**config.mk**
```make
export PLATFORM = sky130hd
export DESIGN_NAME = cache_nway_control
export DESIGN_NICKNAME = d
export VERILOG_FILES = /design/src/rtl/cache_nway_control.sv
export SDC_FILE = /design/constraint.sdc
export NUM_CORES = 1
export LEC_CHECK = 0
export ABC_AREA = 1
export BUFFER_PORTS_ARGS = -buffer_cell sky130_fd_sc_hd__buf_4
export CAP_MARGIN = 0
export CELL_PAD_IN_SITES_DETAIL_PLACEMENT = 1
export CELL_PAD_IN_SITES_GLOBAL_PLACEMENT = 1
export CORE_ASPECT_RATIO = 1.5
export CORE_MARGIN = 2
export CORE_UTILIZATION = 33
export DETAILED_ROUTE_END_ITERATION = 8
export PLACE_DENSITY = 0.95
export SKIP_CTS_REPAIR_TIMING = 1
export SYNTH_ARGS = -nofsm -noshare
export SYNTH_HDL_FRONTEND = slang
export SYNTH_SLANG_ARGS = --single-unit
```
**constraint.sdc**
```tcl
create_clock -name clk -period 2.2 [get_ports clk]
set_input_delay 0.33 -clock clk [delete_from_list [all_inputs] [get_ports clk]]
set_output_delay 0.33 -clock clk [all_outputs]
set_load 0.05 [all_outputs]
```
**src/rtl/cache_nway_control.sv**
```systemverilog
// N-way set-associative cache controller FSM: services CPU hits, and handles misses with
// write-back/allocate (or write-through), a latched victim, and a bounded memory retry budget.
module cache_nway_control #(
    parameter int WAYS         = 4,
    parameter int WRITE_POLICY = 0,
    parameter int MAX_RETRY    = 4
) (
    input  logic            clk,
    input  logic            rst_n,
    input  logic            cpu_cyc,
    input  logic            cpu_stb,
    input  logic            cpu_we,
    output logic            cpu_ack,
    output logic            cpu_err,
    input  logic            hit,
    input  logic [WAYS-1:0] hit_way,
    input  logic [WAYS-1:0] victim_way,
    input  logic            victim_dirty,
    output logic [WAYS-1:0] way_write,
    output logic [WAYS-1:0] valid_write,
    output logic            valid_in,
    output logic [WAYS-1:0] dirty_write,
    output logic            dirty_in,
    output logic            lru_update,
    output logic [WAYS-1:0] lru_way,
    output logic            datainmux_sel,
    output logic            memaddrmux_sel,
    output logic            load_mar,
    output logic            load_mdr,
    output logic            mem_cyc,
    output logic            mem_stb,
    output logic            mem_we,
    input  logic            mem_ack,
    input  logic            mem_rty
);

    localparam int RW = $clog2(MAX_RETRY + 1);

    typedef enum logic [2:0] {
        IDLE,
        WRITE_BACK,
        WB_GAP,
        ALLOCATE,
        WT_WRITE,
        FAIL
    } state_t;

    state_t          state, state_next;
    logic [WAYS-1:0] victim_q;
    logic [RW-1:0]   retry_cnt;
    logic            req;
    logic            mem_phase;
    logic            latch_victim;
    logic            retry_inc;
    logic            retry_clr;

    assign req = cpu_cyc & cpu_stb;

    // NOTE: sequential state uses non-blocking assignments so every register samples pre-edge values.
    always_ff @(posedge clk or negedge rst_n) begin
        if (!rst_n) begin
            state     <= IDLE;
            victim_q  <= '0;
            retry_cnt <= '0;
        end else begin
            state <= state_next;
            if (latch_victim) victim_q <= victim_way;
            if (retry_clr) retry_cnt <= '0;
            else if (retry_inc) retry_cnt <= retry_cnt + 1'b1;
        end
    end

    // NOTE: every signal written here gets a default first, so no path can infer a latch.
    always_comb begin
        state_next     = state;
        cpu_ack        = 1'b0;
        cpu_err        = 1'b0;
        way_write      = '0;
        valid_write    = '0;
        valid_in       = 1'b0;
        dirty_write    = '0;
        dirty_in       = 1'b0;
        lru_update     = 1'b0;
        lru_way        = '0;
        datainmux_sel  = 1'b0;
        memaddrmux_sel = 1'b0;
        load_mar       = 1'b0;
        load_mdr       = 1'b0;
        mem_cyc        = 1'b0;
        mem_stb        = 1'b0;
        mem_we         = 1'b0;
        mem_phase      = 1'b0;
        latch_victim   = 1'b0;
        retry_inc      = 1'b0;
        retry_clr      = 1'b0;

        // The IDLE hit outputs are Mealy, so gating on rst_n keeps every output low during reset.
        if (rst_n) begin
            unique case (state)
                IDLE: begin
                    if (req && hit) begin
                        lru_update = 1'b1;
                        lru_way    = hit_way;
                        if (!cpu_we) begin
                            cpu_ack = 1'b1;
                        end else if (WRITE_POLICY == 0) begin
                            cpu_ack       = 1'b1;
                            datainmux_sel = 1'b1;
                            way_write     = hit_way;
                            valid_write   = hit_way;
                            dirty_write   = hit_way;
                            valid_in      = 1'b1;
                            dirty_in      = 1'b1;
                        end else begin
                            datainmux_sel = 1'b1;
                            way_write     = hit_way;
                            state_next    = WT_WRITE;
                        end
                    end else if (req) begin
                        latch_victim = 1'b1;
                        state_next   = (victim_dirty && WRITE_POLICY == 0) ? WRITE_BACK : ALLOCATE;
                    end
                end
                WRITE_BACK: begin
                    mem_phase      = 1'b1;
                    mem_cyc        = 1'b1;
                    mem_stb        = 1'b1;
                    mem_we         = 1'b1;
                    memaddrmux_sel = 1'b1;
                    load_mar       = 1'b1;
                    load_mdr       = 1'b1;
                    if (mem_ack) state_next = WB_GAP;
                end
                WB_GAP: begin
                    retry_clr  = 1'b1;
                    state_next = ALLOCATE;
                end
                ALLOCATE: begin
                    mem_phase   = 1'b1;
                    mem_cyc     = 1'b1;
                    mem_stb     = 1'b1;
                    load_mar    = 1'b1;
                    way_write   = victim_q;
                    valid_write = victim_q;
                    dirty_write = victim_q;
                    valid_in    = 1'b1;
                    if (mem_ack) state_next = IDLE;
                end
                WT_WRITE: begin
                    mem_phase = 1'b1;
                    mem_cyc   = 1'b1;
                    mem_stb   = 1'b1;
                    mem_we    = 1'b1;
                    load_mar  = 1'b1;
                    load_mdr  = 1'b1;
                    if (mem_ack) begin
                        cpu_ack    = 1'b1;
                        state_next = IDLE;
                    end
                end
                FAIL: begin
                    cpu_err    = 1'b1;
                    retry_clr  = 1'b1;
                    state_next = IDLE;
                end
                default: state_next = IDLE;
            endcase

            // Ack beats retry; the last tolerated retry beat aborts the miss through FAIL.
            if (mem_phase) begin
                if (mem_ack) begin
                    retry_clr = 1'b1;
                end else if (mem_rty) begin
                    if (retry_cnt == RW'(MAX_RETRY - 1)) state_next = FAIL;
                    else retry_inc = 1'b1;
                end
            end
        end
    end

endmodule

```
======== Word-level counts from Yosys, hierarchy flattened ========
Index checks and enable logic that the tools add are counted.
cells by class
  add/sub/neg operators ................... 1
  equal/unequal tests ..................... 6
  mux-type cells .......................... 53
  bitwise operators ....................... 1
  reductions and logical operators ........ 7
operators with widths
  kind                                                  count
  two-way mux 1 bit                                     32
  two-way mux 3 bit                                     10
  two-way mux 4 bit                                     6
  one-hot mux 3 bit (4 select lines)                    1
  equality test 3 x 2 -> 1 bit (second input constant)  3
  one-hot mux 4 bit (2 select lines)                    1
  equality test 3 bit (second input constant)           2
  OR reduction 2 bit                                    3
  one-hot mux 1 bit (2 select lines)                    2
  adder 3 x 1 -> 3 bit (second input constant)          1
  equality test 3 x 1 -> 1 bit (second input constant)  1
  zero test 3 bit                                       1
  OR reduction 3 bit                                    1
  two-way mux 2 bit                                     1
  nonzero test 2 bit                                    1
  bitwise AND 1 bit                                     1
  logical AND 1 bit                                     1
storage, ports and cells
  register bits ........................... 10
  output and inout port bits .............. 28

======== Longest topological paths before layout ========
  depth after elaboration ................. 8
  depth in mapped cells ................... 8
  depth with buffers taken out ............ 8

======== Worst setup path after synthesis ========
No wires, ideal clock.
  path type ............................... reg2out
  start ................................... register state[0]
  end ..................................... output dirty_in
  arrival time ............................ 2303 ps
  setup slack ............................. -433 ps
  cell stages (with the launch flop) ...... 7
  path through ............................ dfrtp_1 > nor2_2 > nand2_2 > inv_4 > nand2_4 > nor3_1 > buf_4
between the ends
  cells in the longest elaborated chain, start to end .. 3
ends and longest elaborated chain
  what                            RTL line  source
  start: declaration              48        state_t state, state_next;
  start signal: assignment        66        state <= state_next;
  zero test 3 bit                 n/a
  two-way mux 1 bit (2 in a row)  n/a
  end: declaration                23        output logic dirty_in,
Every way passes these cells.

======== Final worst setup path ========
  start ................................... register state[0]
  end ..................................... output dirty_write[2]
between the ends
  cells in the longest elaborated chain, start to end .. 3
ends and longest elaborated chain
  what                                                             RTL line  source
  equality test 3 x 2 -> 1 bit or zero test 3 bit (tied branches)  99        unique case (state)
  one-hot mux 4 bit (2 select lines) (*)                           99
  two-way mux 4 bit (*)                                            98        if (rst_n) begin
  end: declaration                                                 22        output logic [WAYS-1:0] dirty_write,
Every way passes the cells marked *; elsewhere a longest branch is shown, timed or not.

==> out/qor.txt <==
Status - finished, final reports clean
Synth async-reset ratio - 100%
Initial detailed-routing violation count - 10
Worst-path maximum fanout - 6
Most common cell in the netlist - nand2_1
H-tree depth - 1
Seq pwr share - 25.0%
Reg2reg setup slack - 0.67 ns
Rel. slew slack - 68.9%
Xor/xnor share of the synthesized area - 0%
Final Setup Violations - 0
Port bufs - 44
Largest net degree at the start of global routing - 14
DP HPWL - 2290 um
CP Launch Type - register
Area leader, netlist - dfrtp_1
Pleak - 0.696 nW
Slew Limit Fails - 0
Avg Cell Area, Syn - 6.88 um2
DRC viols - 0
Worst-Margin Slew - 0.465 ns
DP Area - 1220 um2
Clock sink count - 10
Via count - 971
CP peak stage delay - 0.47 ns
Clock share of power - 19.1%
TritonCTS Buffers - 3
Cell area after synthesis - 915 um2
Layout cells sized above 1 - 42.6%
Hold Vio Cnt, Final - 0
Initial antenna violation count - 0
FILL cells - 365
Drt wl/cell - 12.9 um
Largest family of logic cells by synthesized area - simple AND/OR/NAND/NOR gates
RSZ-0062 raised after global routing - false
Area Overhead vs Synth - 40.8%
Antenna-violating nets left - 0
CP Capture Type - output port
Min Tclk post-route - 2.00 ns
Via count of the first global-routing pass - 1012
CP max-delay cell - dfrtp_1
Global route total overflow - 0
Synth Warn # - 0
DRT Pass-1 Iters - 4
Arr. time, crit path - 1.67 ns
I/O pin cnt - 45
# diodes - 0
Top delay family on crit path - simple AND/OR/NAND/NOR gates
Fin crit share - 91.0%
Seq cells post-synth - 10
Primary FF master, synth - dfrtp_1
Post-synth top area share - 27.4%
Vias per Instance - 4.71
Gate Count Post-Synth - 133
Gpl congestion - 0.847
Overall power - 1.20 mW
Fin area - 1290 um2
Placement Rows - 23
Post-synth top cells - nand2_1, inv_1, nor2_1, buf_4, dfrtp_1
VDD IR max - 0.464 mV
Detailed Route WL - 2660 um
Combinational share of power - 55.9%
Unique cell type count in the Yosys netlist - 25
Global Route Usage Sum - 17.8%
Core area - 2650 um2
Max Clock Freq - 0.500 GHz
Die X - 47.0 um
Clock latency on the worst-skew pair - 0.24 ns
Fin nets - 189
First-pass GRT wire length - 4200 um
Cell Chain, Critical Path - nor2_4 > nand2_2 > nor3_4 > nand2_1 > a21oi_2 > buf_4
Chip height - 68.5 um
Critical Path Stages - 6
Simple-gate portion of the synthesized area - 37.8%
Worst R2R Path Depth - 7
Hold Path Class - input port to asynchronous set/reset pin
Number of enable flip-flop cells after synthesis - 0
Die area - 3220 um2
Pint - 603 uW
Max cap viols - 0
Mux share of post-synthesis cell area - 0%
Worst reg2reg endpoint - retry_cnt[0]
Clock Tree Root - clkbuf_8
Worst EP required - 1.87 ns
Register area share after synthesis - 27.4%
WP buf/inv - 1
Initial Utilization - 34.5%
Clk slew on worst S/H paths - 0.05 ns
Compound-gate portion of the synthesized area - 10.9%
Psw - 597 uW
Crit Path Category - register to output port
Ranking of synthesized cells by area - dfrtp_1, nand2_1, buf_4, inv_1, nor2_1
Clk_skew - 0.00188 ns
Syn nets - 152
PwrDens - 932 nW/um2
Switch share - 49.8%
Max Buffers Root-to-Sink - 2
Post-synthesis adder-cell area fraction - 2.74%
Worst r2r src - retry_cnt[0]
CTS tree - done
==> cells in the final DEF, fill, tap and decap left out, types with 2 or more instances in the layout <==
cell,instances
buf_4,45
nand2_1,27
nand2_2,3
o21ai_0,6
o21ai_1,2
nor2_1,15
nand3_1,5
inv_2,3
inv_1,20
dfrtp_1,10
clkbuf_8,4
a21oi_1,4
nor2_4,2
nand4_1,3
nand3_2,5
ha_1,2
a21oi_2,4
==> worst max path at each step <==
| stage | slack, ns | startpoint | endpoint |
|---|---|---|---|
| 2_1_floorplan | -0.02 | state[0] | lru_way[0] |
| 3_3_place_gp | 0.47 | hit | valid_write[1] |
| 3_5_place_dp | 0.41 | state[0] | dirty_write[2] |
| 4_1_cts | 0.15 | state[0] | dirty_write[2] |
| 5_1_grt | 0.04 | state[0] | valid_write[2] |
| 6_report | 0.20 | state[0] | dirty_write[2] |
==> state kept, by name, summed over array words and instances (netlist names) <==
name,count
retry_cnt,3
state,3
victim_q,4
==> stage by stage <==
step                      worst slack [ns]  utilization [%]  setup TNS [ns]  std cells  hold slack [ns]
after floorplan                    -0.0217                -          -0.106        133           0.0344
after global placement               0.472             46.0               0        201            0.145
after detailed placement             0.407             46.0               0        201            0.147
after CTS                            0.152             48.1               0        205           -0.107
after global routing                0.0410             48.6               0        206           0.0859
final                                0.198             48.6               0        206           0.0838
==> power by group through the flow <==
stage          Sequential (mW)  Clock (mW)  Combinational, mW
2_1_floorplan            0.284           0              0.529
3_3_place_gp             0.290           0              0.640
3_5_place_dp             0.298           0              0.668
4_1_cts                  0.295       0.237              0.670
5_1_grt                  0.307       0.248              0.728
6_report                 0.300       0.229              0.671
==> cell families after synthesis <==
logic type	after synthesis
AND/OR/NAND/NOR	65
adder cells (fa/ha/maj)	2
buffers and inverters	38
flip-flops	10
AO/OA/AOI/OAI	18
==> per-layer routing <==
metal,part of all wire [%],vias up,GRT usage (%)
li1,-,478,-
met1,36,462,19.6
met2,58,25,31.8
met3,3.8,6,2.37
met4,2.6,0,8.68
met5,0,-,0
==> area by class of cell <==
cell class | instances | area (um2) | area share [%]
Clock buffer | 4 | 55.1 | 4.28
Inverter | 24 | 92.6 | 7.19
Multi-Input combinational cell | 85 | 495 | 38.5
Sequential cell | 10 | 250 | 19.4
Tap cell | 37 | 46.3 | 3.60
Timing Repair Buffer | 46 | 348 | 27.0
(Power assumes the default switching activity.)
